### config.mk
export PLATFORM = sky130hd
export DESIGN_NAME = regbank_write_port
export DESIGN_NICKNAME = d
export VERILOG_FILES = /design/src/rtl/regbank_write_port.sv
export SDC_FILE = /design/constraint.sdc
export NUM_CORES = 1
export LEC_CHECK = 0
export ABC_AREA = 1
export CELL_PAD_IN_SITES_DETAIL_PLACEMENT = 0
export CELL_PAD_IN_SITES_GLOBAL_PLACEMENT = 1
export CORE_AREA = 5 5 423 425
export DETAILED_ROUTE_END_ITERATION = 8
export DIE_AREA = 0 0 428 430
export PLACE_DENSITY_LB_ADDON = 0.08
export SYNTH_ARGS = -nofsm -noshare
export SYNTH_HDL_FRONTEND = slang
export SYNTH_SLANG_ARGS = --single-unit
### constraint.sdc
create_clock -name Clk -period 2.2 [get_ports Clk]
set_input_delay 0.33 -clock Clk [delete_from_list [all_inputs] [get_ports Clk]]
set_output_delay 0.33 -clock Clk [all_outputs]
set_load 0.03 [all_outputs]
### src/rtl/regbank_write_port.sv
// regbank_write_port
//
// Write side of the 32 x 32-bit general register bank. Owns the registers
// and presents them flattened on Regs for the 32-to-1 read selector.
// Write requests enter a 2-entry FIFO through a valid/ready handshake and
// are committed one per cycle with per-byte enables. A sequenced bulk clear
// (IDLE -> DRAIN -> CLEAR -> IDLE) zeroes all registers one per cycle, and
// Hold freezes commits, the clear counter and state transitions.
//
// Ports:
//   Clk       in   rising-edge clock
//   Reset_n   in   asynchronous active-low reset
//   WrValid   in   write request valid
//   WrReady   out  queue can accept a request this cycle (combinational)
//   WrAddr    in   [4:0]  destination register index
//   WrData    in   [31:0] write data
//   WrMask    in   [3:0]  byte enables, bit i selects WrData[8i+7:8i]
//   Hold      in   freeze commits and clear sequencing
//   ClearReq  in   bulk clear request, sampled in IDLE only
//   Busy      out  high while in DRAIN or CLEAR (combinational)
//   LoadEn    out  [31:0] registered one-hot of the register loaded at the last edge
//   Regs      out  [1023:0] register k on bits [32k+31:32k]
//
// Optional feature macro: REGBANK_R0_ZERO_EN
//   When defined, register 0 reads as constant zero; writes to address 0
//   are still dequeued but discarded and do not pulse LoadEn.

module regbank_write_port #(
  parameter int DEPTH = 2
) (
  input  logic          Clk,
  input  logic          Reset_n,
  input  logic          WrValid,
  output logic          WrReady,
  input  logic [4:0]    WrAddr,
  input  logic [31:0]   WrData,
  input  logic [3:0]    WrMask,
  input  logic          Hold,
  input  logic          ClearReq,
  output logic          Busy,
  output logic [31:0]   LoadEn,
  output logic [1023:0] Regs
);

`ifdef REGBANK_R0_ZERO_EN
  localparam bit R0_ZERO = 1'b1;
`else
  localparam bit R0_ZERO = 1'b0;
`endif

  localparam logic [1:0] DEPTH_CNT = 2'(DEPTH);

  localparam logic [1:0] ST_IDLE  = 2'd0;
  localparam logic [1:0] ST_DRAIN = 2'd1;
  localparam logic [1:0] ST_CLEAR = 2'd2;

  logic [1:0]  state_q, state_d;
  logic [4:0]  clr_cnt_q, clr_cnt_d;
  logic [1:0]  count_q, count_d;
  logic        wr_ptr_q, rd_ptr_q;
  logic [4:0]  q_addr_q [DEPTH];
  logic [31:0] q_data_q [DEPTH];
  logic [3:0]  q_mask_q [DEPTH];
  logic [31:0] regs_q   [32];
  logic [31:0] load_en_q, load_en_d;

  logic        push, pop, clr_step;
  logic [4:0]  head_addr;
  logic [31:0] head_data;
  logic [3:0]  head_mask;
  logic [31:0] wr_onehot, clr_onehot;

  assign WrReady = (count_q < DEPTH_CNT) && (state_q == ST_IDLE);
  assign Busy    = (state_q != ST_IDLE);
  assign LoadEn  = load_en_q;

  assign head_addr = q_addr_q[rd_ptr_q];
  assign head_data = q_data_q[rd_ptr_q];
  assign head_mask = q_mask_q[rd_ptr_q];

  for (genvar k = 0; k < 32; k++) begin : g_flat
    assign Regs[32*k +: 32] = regs_q[k];
  end

  always_comb begin
    push     = WrValid && WrReady;
    pop      = ((state_q == ST_IDLE) || (state_q == ST_DRAIN)) && !Hold && (count_q != 2'd0);
    clr_step = (state_q == ST_CLEAR) && !Hold;

    // One-hot decode of the committing address and of the clear index.
    // With register 0 hardwired, neither decode ever selects it, so it
    // keeps its reset value of zero and never pulses LoadEn.
    wr_onehot  = pop      ? (32'd1 << head_addr) : 32'd0;
    clr_onehot = clr_step ? (32'd1 << clr_cnt_q) : 32'd0;
    if (R0_ZERO) begin
      wr_onehot[0]  = 1'b0;
      clr_onehot[0] = 1'b0;
    end
    load_en_d = wr_onehot | clr_onehot;

    count_d = count_q;
    case ({push, pop})
      2'b10:   count_d = count_q + 2'd1;
      2'b01:   count_d = count_q - 2'd1;
      default: count_d = count_q;
    endcase

    state_d   = state_q;
    clr_cnt_d = clr_cnt_q;
    case (state_q)
      ST_IDLE:  if (!Hold && ClearReq) state_d = ST_DRAIN;
      // Leave DRAIN only once the queue was already empty at this edge.
      ST_DRAIN: if (!Hold && (count_q == 2'd0)) state_d = ST_CLEAR;
      ST_CLEAR: begin
        if (!Hold) begin
          clr_cnt_d = clr_cnt_q + 5'd1;
          if (clr_cnt_q == 5'd31) state_d = ST_IDLE;
        end
      end
      default:  state_d = ST_IDLE;
    endcase
  end

  always_ff @(posedge Clk or negedge Reset_n) begin
    if (!Reset_n) begin
      state_q   <= ST_IDLE;
      clr_cnt_q <= '0;
      count_q   <= '0;
      wr_ptr_q  <= 1'b0;
      rd_ptr_q  <= 1'b0;
      load_en_q <= '0;
      for (int i = 0; i < DEPTH; i++) begin
        q_addr_q[i] <= '0;
        q_data_q[i] <= '0;
        q_mask_q[i] <= '0;
      end
      for (int k = 0; k < 32; k++) regs_q[k] <= '0;
    end else begin
      state_q   <= state_d;
      clr_cnt_q <= clr_cnt_d;
      count_q   <= count_d;
      load_en_q <= load_en_d;
      if (push) begin
        q_addr_q[wr_ptr_q] <= WrAddr;
        q_data_q[wr_ptr_q] <= WrData;
        q_mask_q[wr_ptr_q] <= WrMask;
        wr_ptr_q           <= ~wr_ptr_q;
      end
      if (pop) rd_ptr_q <= ~rd_ptr_q;
      // Commit and clear never coincide: commits happen only in IDLE/DRAIN.
      for (int k = 0; k < 32; k++) begin
        if (clr_onehot[k]) begin
          regs_q[k] <= '0;
        end else if (wr_onehot[k]) begin
          for (int b = 0; b < 4; b++) begin
            if (head_mask[b]) regs_q[k][8*b +: 8] <= head_data[8*b +: 8];
          end
        end
      end
    end
  end

endmodule

; ---- Word level (Yosys, flattened, before mapping)
; Cells that the tools add are included.
[word_totals]
ff_bits = 1149
latchBits = 0
ram_bits = 0
mem_bits_ro = 0
in_bits = 46
output_inout_bits = 1058
word_cells = 563
mem_count = 0
[op_classes]
add_sub_neg = 3
mul = 0
div = 0
magnitude_cmp = 4
eq_ne = 9
shifts = 2
muxes = 94
n_bitwise = 6
reduce_logical = 305
[op_table]
columns = op, n
row1 = two-way mux 32 bit, 70
row2 = nonzero test 2 bit, 163
row3 = AND reduction 2 bit, 129
row4 = bitwise mux 64 bit, 1
row5 = "left shift 1 x 5 -> 32 bit, first input constant", 2
row6 = demux 32 bit (select 1 bit), 1
row7 = two-way mux 8 bit, 4
row8 = OR 32 bit, 1
row9 = two-way mux 5 bit, 4
row10 = two-way mux 4 bit, 4
row11 = bitwise mux 10 bit, 1
row12 = bitwise mux 8 bit, 1
row13 = logical AND 1 bit, 8
row14 = two-way mux 2 bit, 4
row15 = "!= test 2 x 1 -> 1 bit, second input constant", 3
row16 = case mux 2 bit (3 select lines), 1
row17 = "adder 5 x 1 -> 5 bit, second input constant", 1
row18 = demux 5 bit (select 1 bit), 1
row19 = "equality test 5 bit, second input constant", 1
row20 = demux 4 bit (select 1 bit), 1
row21 = "equality test 2 x 1 -> 1 bit, second input constant", 2
row22 = "equality test 2 bit, second input constant", 2
row23 = ">= comparator 2 bit, second input constant", 2
row24 = zero test 2 bit, 2
row25 = other kinds (11), 14

; ---- Depth between registers and ports, before layout
[depth]
depth_word = 8
depth_mapped = 10
depth_no_buf = 9

; ---- Worst setup path after synthesis
; No wires, ideal clock.
[synth_timing]
path_type = register to register
start = reg state_q[1]
end = reg count_q[1]
setup_ns = 0.124
arrival_time_ns = 2.288
required_time_ns = 2.076
slack_ns = -0.212
stages_incl_launch_ff = 11
n_path_buf = 2
period_less_slack_ns = 2.412
cell_sequence = dfrtp_1 nor2_1 inv_1 nor2_1 nand2_1 clkbuf_1 clkbuf_1 ha_1 a21oi_1 o21ai_0 xnor2_1
[synth_via]
word_cells_on_any_way = 11
cone_classes = 3 x eq/ne / 1 x mux / 7 x reduce/logical
[synth_lines]
columns = element, line_no
row1 = "start, declared", 57  ; logic [1:0] state_q, state_d;
row2 = "start signal, assigned", 139  ; state_q <= state_d;
row3 = zero test 2 bit (*), 73  ; assign WrReady = (count_q < DEPTH_CNT) && (state_q == ST_IDLE);
row4 = logical AND 1 bit (*), 73
row5 = net WrReady, 34  ; output logic WrReady,
row6 = logical AND 1 bit (*), 86  ; push = WrValid && WrReady;
row7 = equality test 2 x 1 -> 1 bit or equality test 2 bit (tied branches), 102  ; case ({push, pop})
row8 = case mux 2 bit (2 select lines) or nonzero test 2 bit (tied branches), n/a
row9 = "end signal, assigned", 141  ; count_q <= count_d;
row10 = "end, declared", 59  ; logic [1:0] count_q, count_d;
; The timed path passes the listed nets; every way through them passes the cells marked *.
; A chain may end at the register's enable or synchronous reset.

; ---- Worst setup path in the final report
[layout_timing]
start = reg rd_ptr_q
end = reg regs_q, in the netlist Regs[788]
[layout_via]
elab_chain_cells = 8
word_cells_on_any_way = 18
cone_classes = 1 x shift / 13 x mux / 1 x bitwise / 3 x reduce/logical
[layout_lines]
columns = element, line_no
row1 = "start, declared", 60  ; logic wr_ptr_q, rd_ptr_q;
row2 = "start signal, assigned", 149  ; if (pop) rd_ptr_q <= ~rd_ptr_q;
row3 = inverter 1 -> 2 bit (implied by the code) (*), "77, 78, 79"
row4 = two-way mux 5 bit (implied by the code) (3 in a row), 77  ; assign head_addr = q_addr_q[rd_ptr_q];
row5 = left shift 1 x 5 -> 32 bit, 93  ; wr_onehot = pop ? (32'd1 << head_addr) : 32'd0;
row6 = two-way mux 32 bit, 93
row7 = nonzero test 2 bit (no line), n/a
row8 = AND reduction 2 bit (no line), n/a
row9 = "end signal, assigned by index", 156  ; if (head_mask[b]) regs_q[k][8*b +: 8] <= head_data[8*b +: 8];
row10 = "end, declared", 64  ; logic [31:0] regs_q [32];
; Every way passes the cells marked *; elsewhere a longest branch is shown, timed or not. The select of a mux whose other input is x is not followed.

==> out/metrics.yaml <==
status: "finished clean"
slowest_stage: "dfrtp_4"
clock-sinks: 1149
maxCapViolCount: 0
fp.dieW_um: 428
grt_pass1_wl_um: 382000
overflow: 0
dpl.hpwl_um: 199000
utilization_pct: 41.4
grt_max_degree: 110
ys.flop_type: "dfrtp_1"
cts_made_buffers: 141
track_usage_pct: 28.8
path_clk_slew_ps: 60
cp-end-kind: "register"
clock-skew-final_ps: 34.7
crit_type: "reg -> reg"
num_rows: 154
wl_um: 280000
io_pins: 1104
layout-drive-gt1-share_pct: 14.9
cellPowerDensity_nw_per_um2: 1620
hp-class: "in -> async"
min_period_over_period_pct: 98.1
syn_area_per_cell_um2: 9.08
clk_latency_ps: 810
dpl_cell_area_um2: 67000
postLayoutCellArea_um2: 72500
min_period_ps: 2160
pre_cts_ws_ps: -392
yosysTopAreaCell: "dfrtp_1"
worst_pin_slew_ps: 695
required_ps: 2930
grt_pass1_vias: 46200
slew_violations: 0
cp.arrival_ps: 2880
ys_seq_area_share_pct: 58.7
die_area_um2: 184000
cp-start-kind: "register"
io_buffers: 1103
dr_wl_met2_um: 134000
fillers: 17900
synth_area_leaders: "dfrtp_1, nand3_1, nand2_1, nand4_2, clkbuf_1"
crit_path_cell_trace: "buf_6 -> o21a_1 -> nor2_4 -> buf_12 -> inv_2 -> buf_12 -> nor2_4 -> clkbuf_16 -> nand3_1 -> nand2_1"
ir_worst_vdd_mv: 1.06
hold_violations: 0
htreeDepth: 4
r2r_slack_ps: 40
grt_antenna_before_repair: 16
path_buf_inv: 5
ys_types: 32
cts_buffer_depth: 3
wl_per_cell_um: 30.6
area_growth_pct: 48.0
syn_area_um2: 49000
finalSetupViolations: 0
critical-path-top-delay-family: "buffers and inverters"
p_leak_nw: 41.0
fp.dieH_um: 430
slew_headroom_pct: 53.6
synth_nets: 5445
crit_fanout: 14
wl_met3_um: 18900
yosys_warnings: 0
ant_nets: 0
yosysTopAreaCellShare_pct: 58.7
ys_seq_elements: 1149
cpPeakStageDelay_ps: 530
setup_slack_ps: 42.6
clockRootBuffer: "clkbuf_16"
first_iter_violations: 4477
top_layer_used: "met5"
drc: 0
cts_tree: "done"
vias_per_cell: 5.18
nets: 6758
rsz0062_at_grt: "true"
max_freq_mhz: 464
initial_core_util_pct: 28.0
vias: 47500
globalplace.congestion: 0.845
core_um2: 175000
synthCells: 5391
p_total_mw: 117
drt-met1-wl_um: 111000
async_flop_share_pct: 100
drtPass1Iterations: 6
synth_edf_count: 0
## area by class of cell
type / count / area, um2 / share of cell area, %
well taps: 2340 / 2930 / 4.04
inverters: 101 / 419 / 0.578
clock buffers: 210 / 4160 / 5.74
flip-flops and latches: 1149 / 28800 / 39.7
multi-input cells: 3693 / 19100 / 26.3
repair buffers: 1618 / 16800 / 23.2
clock inverters: 32 / 302 / 0.416
diodes: 14 / 35.0 / 0.0483
## metal layers
| metal | GRT usage (%) | up-vias |
|---|---|---|
| met2 | 47.9 | 1854 |
| met1 | 35.3 | 24200 |
| met5 | 0 | - |
| li1 | - | 20900 |
| met3 | 6.82 | 451 |
| met4 | 14.0 | 2 |
## flip-flops by register name, indices dropped and copies added, names as in the netlist
name,cells
LoadEn,32
Regs,1024
clr_cnt_q,5
count_q,2
q_addr_q,10
q_data_q,64
q_mask_q,8
rd_ptr_q,1
state_q,2
wr_ptr_q,1
## cells by family after synthesis
| family | after synthesis | share of synthesized area [%] |
|---|---|---|
| AOI/OAI and AO/OA | 162 | 1.74 |
| xor gates and xnor gates | 5 | 0.0894 |
| adders and majority gates | 8 | 0.204 |
| and+or+nand+nor | 3517 | 34.4 |
| buffers and inverters | 550 | 4.84 |
| DFF | 1149 | 58.7 |
## metrics by stage
step / hold slack, ps / TNS [ps] / instances
after floorplan: 34.4 / 0 / 5391
after detailed placement: 249 / -214500 / 8809
after global routing: 62.1 / -565 / 9150
final: 75.9 / 0 / 9157
after CTS: 25.5 / -387 / 9078
after global placement: 261 / -166030 / 8809
## repair_timing
action,4_1_cts,5_1_grt
pin swaps,12,39
setup buffers,19,46
resized for setup,1078,151
setup endpoints to repair,1323,630
gates cloned,6,19
hold buffers,2,0
hold endpoints to repair,474,0
## power breakdown
group          total, mW  internal [mW]  switching [mW]
clock               23.2           13.5            9.70
sequential          31.8           27.0            4.72
combinational       62.2           18.1            44.1
## Yosys cell counts (4+ instances only)
master,n
a21oi_1,7
buf_1,12
buf_2,106
buf_4,41
clkbuf_1,288
dfrtp_1,1149
ha_1,8
inv_1,81
inv_2,16
nand2_1,1447
nand2_2,12
nand2_4,4
nand3_1,1872
nand4_1,16
nand4_2,113
nor2_1,15
nor2_2,22
nor2_4,6
nor2_8,7
o21ai_0,112
o21ai_1,35
## path summary, 6_finish.rpt
| kind | from | end | cells after the start |
|---|---|---|---|
| setup / recovery | rd_ptr_q$_DFFE_PN0P_ | Regs[788]$_DFFE_PN0P_ | 10 |
| max in group asynchronous | Reset_n | Regs[794]$_DFFE_PN0P_ | 3 |
| setup reg to reg | rd_ptr_q$_DFFE_PN0P_ | Regs[788]$_DFFE_PN0P_ | 10 |
| hold reg to reg | Regs[916]$_DFFE_PN0P_ | Regs[916]$_DFFE_PN0P_ | 2 |
| hold / removal | Reset_n | Regs[712]$_DFFE_PN0P_ | 2 |
| min in group Clk | WrMask[1] | q_mask_q[1]$_DFFE_PN0P_ | 3 |
## worst reg2reg max path, cell delays in order (launching register included)
cell       delay [ps]
dfrtp_4           530
buf_6             160
o21a_1            220
nor2_4            110
buf_12            140
inv_2              80
buf_12            160
nor2_4            300
clkbuf_16         250
nand3_1            80
nand2_1            90
## cells in the final DEF, fill, tap and decap left out, types with 11 or more instances in the layout
cell                n
nand3_1          1850
nand2_1          1429
dfrtp_1          1148
dlygate4sd2_1    1043
buf_4             257
buf_12            208
clkbuf_16         161
o21ai_0           111
inv_1              71
nand4_2            58
nand4_4            56
clkdlybuf4s50_1    45
o21ai_4            38
clkbuf_1           36
clkbuf_8           29
buf_6              29
inv_2              25
nand3_2            22
clkinv_2           21
nand2_2            20
nor2_4             18
nor2_2             17
nand4_1            16
diode_2            14
nand2_4            11
buf_16             11
No activity file was read; power rests on OpenSTA's default activity.
